### src/rtl/pipe_pkg.sv
// Shared definitions for the NPC inter-stage pipeline registers.
//   stage_state_e : occupancy state of a skid-mode stage register
//   ResetPc       : default bubble PC for payloads that carry a PC
//   *_t           : per-stage payload structs; instantiate with W = $bits(<struct>)
package pipe_pkg;

  typedef enum logic [1:0] {
    StEmpty = 2'd0,
    StBusy  = 2'd1,
    StFull  = 2'd2
  } stage_state_e;

  localparam logic [63:0] ResetPc = 64'h8000_0000;

  typedef struct packed {
    logic [63:0] pc;
    logic [31:0] instr;
  } if_id_t;

  typedef struct packed {
    logic [63:0] pc;
    logic [63:0] rs1_val;
    logic [63:0] rs2_val;
    logic [63:0] imm;
    logic [4:0]  rd;
    logic [3:0]  alu_op;
    logic        mem_read;
    logic        mem_write;
    logic        reg_write;
  } id_ex_t;

  typedef struct packed {
    logic [63:0] pc;
    logic [63:0] alu_res;
    logic [63:0] store_data;
    logic [4:0]  rd;
    logic [2:0]  funct3;
    logic        mem_read;
    logic        mem_write;
    logic        reg_write;
  } ex_mem_t;

  typedef struct packed {
    logic [63:0] pc;
    logic [63:0] wb_data;
    logic [4:0]  rd;
    logic        reg_write;
  } mem_wb_t;

endpackage

### src/rtl/sat_counter.sv
// Saturating up-counter used for pipeline-stage statistics.
//   clk, rst : clock, asynchronous active-high reset (count returns to 0)
//   inc      : amount (0..3) added this cycle
//   cnt      : current count, sticks at all-ones once reached
module sat_counter #(
  parameter int unsigned CNT_W = 32
) (
  input  logic             clk,
  input  logic             rst,
  input  logic [1:0]       inc,
  output logic [CNT_W-1:0] cnt
);

  logic [CNT_W-1:0] cnt_q, cnt_d;
  logic [CNT_W:0]   sum;

  // One spare bit catches the carry that signals saturation.
  assign sum = {1'b0, cnt_q} + {{(CNT_W - 1){1'b0}}, inc};

  always_comb begin
    cnt_d = sum[CNT_W] ? {CNT_W{1'b1}} : sum[CNT_W-1:0];
  end

  always_ff @(posedge clk or posedge rst) begin
    if (rst) begin
      cnt_q <= '0;
    end else begin
      cnt_q <= cnt_d;
    end
  end

  assign cnt = cnt_q;

endmodule

### src/rtl/pipe_stage_reg.sv
// Generic inter-stage pipeline register with valid/ready handshake and flush.
// SKID=1: 2-entry skid buffer, in_ready comes straight from a state flop.
// SKID=0: single register, in_ready = out_ready | ~out_valid (combinational).
// Optional statistics counters enabled by defining PIPE_STAGE_REG_STATS_EN.
//   clk, rst            : clock, asynchronous active-high reset
//   flush               : drop all held entries at the next edge
//   in_valid/in_ready   : upstream handshake, in_data payload
//   out_valid/out_ready : downstream handshake, out_data = main register
//   stall_cnt           : cycles with out_valid & ~out_ready & ~flush
//   flush_cnt           : valid entries discarded by flush
module pipe_stage_reg
  import pipe_pkg::*;
#(
  parameter int unsigned  W         = 64,
  parameter bit           SKID      = 1'b1,
  parameter logic [W-1:0] RESET_VAL = '0,
  parameter int unsigned  CNT_W     = 32
) (
  input  logic             clk,
  input  logic             rst,
  input  logic             flush,
  input  logic             in_valid,
  output logic             in_ready,
  input  logic [W-1:0]     in_data,
  output logic             out_valid,
  input  logic             out_ready,
  output logic [W-1:0]     out_data,
  output logic [CNT_W-1:0] stall_cnt,
  output logic [CNT_W-1:0] flush_cnt
);

  logic [W-1:0] main_q;

  if (SKID != 1'b0) begin : g_skid
    stage_state_e state_q, state_d;
    logic [W-1:0] main_d, skid_q, skid_d;
    logic         in_fire;

    assign in_fire = in_valid & in_ready;

    always_comb begin
      state_d = state_q;
      main_d  = main_q;
      skid_d  = skid_q;
      if (flush) begin
        state_d = StEmpty;
        main_d  = RESET_VAL;
        skid_d  = RESET_VAL;
      end else begin
        case (state_q)
          StEmpty: begin
            if (in_fire) begin
              state_d = StBusy;
              main_d  = in_data;
            end
          end
          StBusy: begin
            // out_valid is 1 here, so out_ready alone means output fire.
            if (in_fire && out_ready) begin
              main_d = in_data;
            end else if (in_fire) begin
              state_d = StFull;
              skid_d  = in_data;
            end else if (out_ready) begin
              state_d = StEmpty;
            end
          end
          StFull: begin
            if (out_ready) begin
              state_d = StBusy;
              main_d  = skid_q;
            end
          end
          default: state_d = StEmpty;
        endcase
      end
    end

    always_ff @(posedge clk or posedge rst) begin
      if (rst) begin
        state_q <= StEmpty;
        main_q  <= RESET_VAL;
        skid_q  <= RESET_VAL;
      end else begin
        state_q <= state_d;
        main_q  <= main_d;
        skid_q  <= skid_d;
      end
    end

    assign in_ready  = (state_q != StFull);
    assign out_valid = (state_q != StEmpty);
  end else begin : g_reg
    logic valid_q;
    logic in_fire;

    assign in_fire = in_valid & in_ready;

    always_ff @(posedge clk or posedge rst) begin
      if (rst) begin
        valid_q <= 1'b0;
        main_q  <= RESET_VAL;
      end else if (flush) begin
        valid_q <= 1'b0;
        main_q  <= RESET_VAL;
      end else if (in_fire) begin
        valid_q <= 1'b1;
        main_q  <= in_data;
      end else if (out_ready) begin
        valid_q <= 1'b0;
      end
    end

    assign in_ready  = out_ready | ~valid_q;
    assign out_valid = valid_q;
  end

  assign out_data = main_q;

`ifdef PIPE_STAGE_REG_STATS_EN
  logic [1:0] held_cnt;
  logic [1:0] flush_inc;
  logic [1:0] stall_inc;

  // Skid mode: ~in_ready marks FULL (two entries), otherwise out_valid marks one.
  assign held_cnt  = (SKID != 1'b0) ? {~in_ready, out_valid & in_ready} : {1'b0, out_valid};
  assign flush_inc = flush ? held_cnt : 2'd0;
  assign stall_inc = {1'b0, out_valid & ~out_ready & ~flush};

  sat_counter #(
    .CNT_W(CNT_W)
  ) u_stall_cnt (
    .clk(clk),
    .rst(rst),
    .inc(stall_inc),
    .cnt(stall_cnt)
  );

  sat_counter #(
    .CNT_W(CNT_W)
  ) u_flush_cnt (
    .clk(clk),
    .rst(rst),
    .inc(flush_inc),
    .cnt(flush_cnt)
  );
`else
  assign stall_cnt = '0;
  assign flush_cnt = '0;
`endif

endmodule
### config.mk
export PLATFORM = sky130hd
export DESIGN_NAME = pipe_stage_reg
export DESIGN_NICKNAME = d
export VERILOG_FILES = /design/src/rtl/pipe_pkg.sv /design/src/rtl/sat_counter.sv /design/src/rtl/pipe_stage_reg.sv
export SDC_FILE = /design/constraint.sdc
export NUM_CORES = 1
export LEC_CHECK = 0
export BUFFER_PORTS_ARGS = -buffer_cell sky130_fd_sc_hd__buf_2
export CORE_UTILIZATION = 53
export DETAILED_ROUTE_END_ITERATION = 8
export HOLD_SLACK_MARGIN = 0.12
export PLACE_DENSITY = 0.81
export REMOVE_ABC_BUFFERS = 1
export SYNTH_ARGS = -nofsm -noshare
export SYNTH_HDL_FRONTEND = slang
export SYNTH_SLANG_ARGS = --single-unit
export TNS_END_PERCENT = 100
### constraint.sdc
create_clock -name clk -period 4.64 [get_ports clk]
set_clock_uncertainty 0.1 [all_clocks]
set_input_delay 0.232 -clock clk [delete_from_list [all_inputs] [get_ports clk]]
set_output_delay 0.232 -clock clk [all_outputs]
set_load 0.02 [all_outputs]
==> summary.md <==
| Metric | Value |
|---|---|
| Sequential share of the synthesized area | 46.93% |
| Max cap viols | 0 |
| First-pass GRT wire length | 27080 um |
| Setup crit end kind | output port |
| Vias in the first global route | 5343 |
| Minimum clock period | 3.240 ns |
| Asr flop ratio synth | 100.0% |
| Largest net degree at the start of global routing | 71 |
| H-tree Lvls | 4 |
| Worst-skew pair later-pin latency | 0.41 ns |
| Post-layout util | 67.43% |
| TritonCTS clock tree | done |
| Final Power | 0.002950 W |
| CORE AREA | 0.01267 mm^2 |
| First DRT Iteration DRCs | 384 |
| Mapped Area | 0.006932 mm^2 |
| Post-synth EDFFs | 0 |
| Initial antenna violation count | 0 |
| Die height | 116.4 um |
| Power per standard cell area | 345.3 mW/mm^2 |
| P_leak | 3.970 nW |
| Reg power frac | 42.1% |
| Status | completed |
| Num CTS Buffers | 17 |
| Cells after Synth | 667 |
| Max-slew violation count | 0 |
| Setup-failing EPs final | 0 |
| DRC | 0 |
| Synthesized flop and latch total | 130 |
| Synth top area share | 46.93% |
| Area grow syn2layout | 23.27% |
| GPL Wtd Cong | 0.7955 |
| Max VDD drop | 0.0003034 V |
| Root Buffer | clkbuf_16 |
| Total gr overflow | 0 |
| Final Cycle Share | 69.83% |
| Share of post-route cells with drive strength above 1 | 27.70% |
| Post_cts resized | 0 |
| Most common cell in the netlist | dfrtp_1 |
| Post-Synthesis Mean Instance Area | 10.39 um^2 |
| Logic pwr share | 17.5% |
| DR vias | 5650 |
| Rows | 41 |
| PortBufs | 134 |
| Worst min path class | in2reg |
| Most instantiated cells after synthesis | dfrtp_1, nand2_1, buf_4, a21oi_1, mux2i_1 |
| Clock slew at reported path FFs | 0.05 ns |
| Switch Pwr | 0.0008475 W |
| Slew Limit Headroom | 25.31% |
| Reg2Reg Setup Slack | 1.74 ns |
| Critical path peak fanout | 35 |
| ANT cells | 0 |
| Post-DP HPWL | 9692 um |
| Int Power | 0.002103 W |
| Wire per inst | 17.23 um |
| Smallest hold slack | 0.1958 ns |
| Unrepaired setup endpoints after global routing | false |
| Slew @ Worst Pin | 1.120 ns |
| Final ANT Viol Nets | 0 |
| Net Sw Frac | 28.73% |
| Number of I/O pins | 199 |
| Setup crit start kind | register |
| Critical path class | reg2out |
| Fmax | 308.6 MHz |
| Vias/cell | 5.616 |
| Clk sink count | 130 |
| Multi-input gate area | 0.003143 mm^2 |
| Nets | 891 |
| Ys flop type | dfrtp_1 |
| Largest area contributor in the netlist | dfrtp_1 |
| Critical Path AT | 2.91 ns |
| Placed insts | 910 |
| Final cell count without fillers | 1006 |
| GRT Util Overall | 26.35% |
| Cell variety after synth | 27 |
| Part of the power in the clock network | 40.4% |
| Final WL | 17330 um |
| DRT Pass-1 Iters | 5 |
| Fill cell count | 992 |
| Die W | 116.4 um |
| Dominant cells by area after synthesis | dfrtp_1, mux2i_1, o31ai_2 |
| Reg area | 0.003254 mm^2 |
| CTS max path bufs | 2 |
| Required time of the critical path | 4.31 ns |
| Initial Util | 54.71% |
| Hold Fails Final Rpt | 0 |
| Yosys Warn Count | 0 |
| Die ar. | 0.01354 mm^2 |
[what timing repair did]
item / in CTS / in global routing
hold endpoints to repair: 161 / 0
buffers inserted: 0 / 0
hold buffers: 65 / 0
[through the flow]
stage | setup slack (ns) | cell area [um^2] | TNS [ns]
floorplan | -1.712 | 6352 | -149.07
global placement | 1.918 | 7368 | 0
detailed placement | 1.802 | 7368 | 0
CTS | 1.400 | 8544 | 0
global route | 1.243 | 8544 | 0
finish | 1.400 | 8544 | 0
[state kept, by name (all words and copies together) (netlist names)]
signal	count
g_skid.skid_q	64
out_data	64
g_skid.state_q	2
[worst paths after layout]
path | start | to | cells after the start
max | g_skid.state_q[1] | in_ready | 4
min | in_valid | g_skid.state_q[0] | 4
max reg2reg | g_skid.state_q[1] | out_data[37] | 5
min reg2reg | g_skid.skid_q[41] | g_skid.skid_q[41] | 2
max in group asynchronous | rst | out_data[31] | 4
min in group asynchronous | rst | out_data[62] | 3
[cell families (layout without fill, tap and decap cells)]
| kind of cell | after synthesis | count (layout) | synth area share [%] |
|---|---|---|---|
| other | 1 | 64 | 0.05410 |
| and+or+nand+nor | 137 | 137 | 7.888 |
| muxes | 65 | 65 | 9.386 |
| AOI/OAI and AO/OA | 196 | 196 | 23.79 |
| buffers and inverters | 138 | 242 | 11.95 |
| DFF | 130 | 130 | 46.93 |
[placed cells by master (no fill, tap or decap)]
cell | synthesis | routed
a21oi_1 | 65 | 65
and2_1 | 1 | 1
buf_2 | 16 | 133
buf_4 | 69 | 10
clkbuf_1 | 40 | 4
clkbuf_16 | 0 | 17
clkbuf_8 | 0 | 4
clkinv_2 | 1 | 7
conb_1 | 1 | 64
dfrtp_1 | 130 | 129
dfrtp_2 | 0 | 1
dlygate4sd3_1 | 0 | 65
inv_2 | 1 | 1
inv_4 | 0 | 1
mux2i_1 | 65 | 64
mux2i_4 | 0 | 1
nand2_1 | 129 | 129
nand3b_1 | 1 | 1
nand4bb_4 | 0 | 1
nor2_1 | 1 | 1
nor2b_4 | 0 | 1
nor4bb_4 | 0 | 1
o2111ai_1 | 64 | 64
o211a_4 | 0 | 1
o21a_1 | 1 | 1
o21ai_1 | 1 | 1
o31ai_1 | 12 | 12
o31ai_2 | 52 | 52
or2_1 | 1 | 1
or3b_1 | 1 | 1
[worst max-delay path, cell delays in order (launching register included)]
cell and delay (ns):
dfrtp_1 0.54, nor2b_4 0.21, buf_4 0.51, clkinv_2 0.77, buf_2 0.40
[layout make-up]
class	instances	area share [%]
Tap cell	172	2.519
Clock inverter	6	0.3514
Inverter	3	0.1757
Timing Repair Buffer	208	16.28
Sequential cell	130	38.09
Multi-Input combinational cell	462	36.78
Clock buffer	25	5.799
[power by group through the flow]
stage | clock network, W | registers [W] | logic [W]
floorplan | 0 | 0.00132 | 0.000222
global placement | 0 | 0.00126 | 0.000459
detailed placement | 0 | 0.00126 | 0.000472
CTS | 0.00120 | 0.00124 | 0.000516
global route | 0.00126 | 0.00125 | 0.000560
finish | 0.00119 | 0.00124 | 0.000515
[routing by layer]
| layer | up-vias | share of wire, % | global-route usage, % |
|---|---|---|---|
| met5 | - | 0 | 0 |
| met4 | 0 | 1.6 | 8.889 |
| met3 | 25 | 5.7 | 6.746 |
| met2 | 214 | 51 | 42.52 |
| met1 | 2799 | 42 | 34.68 |
| li1 | 2612 | - | - |
Power figures use the tool's default switching activity.
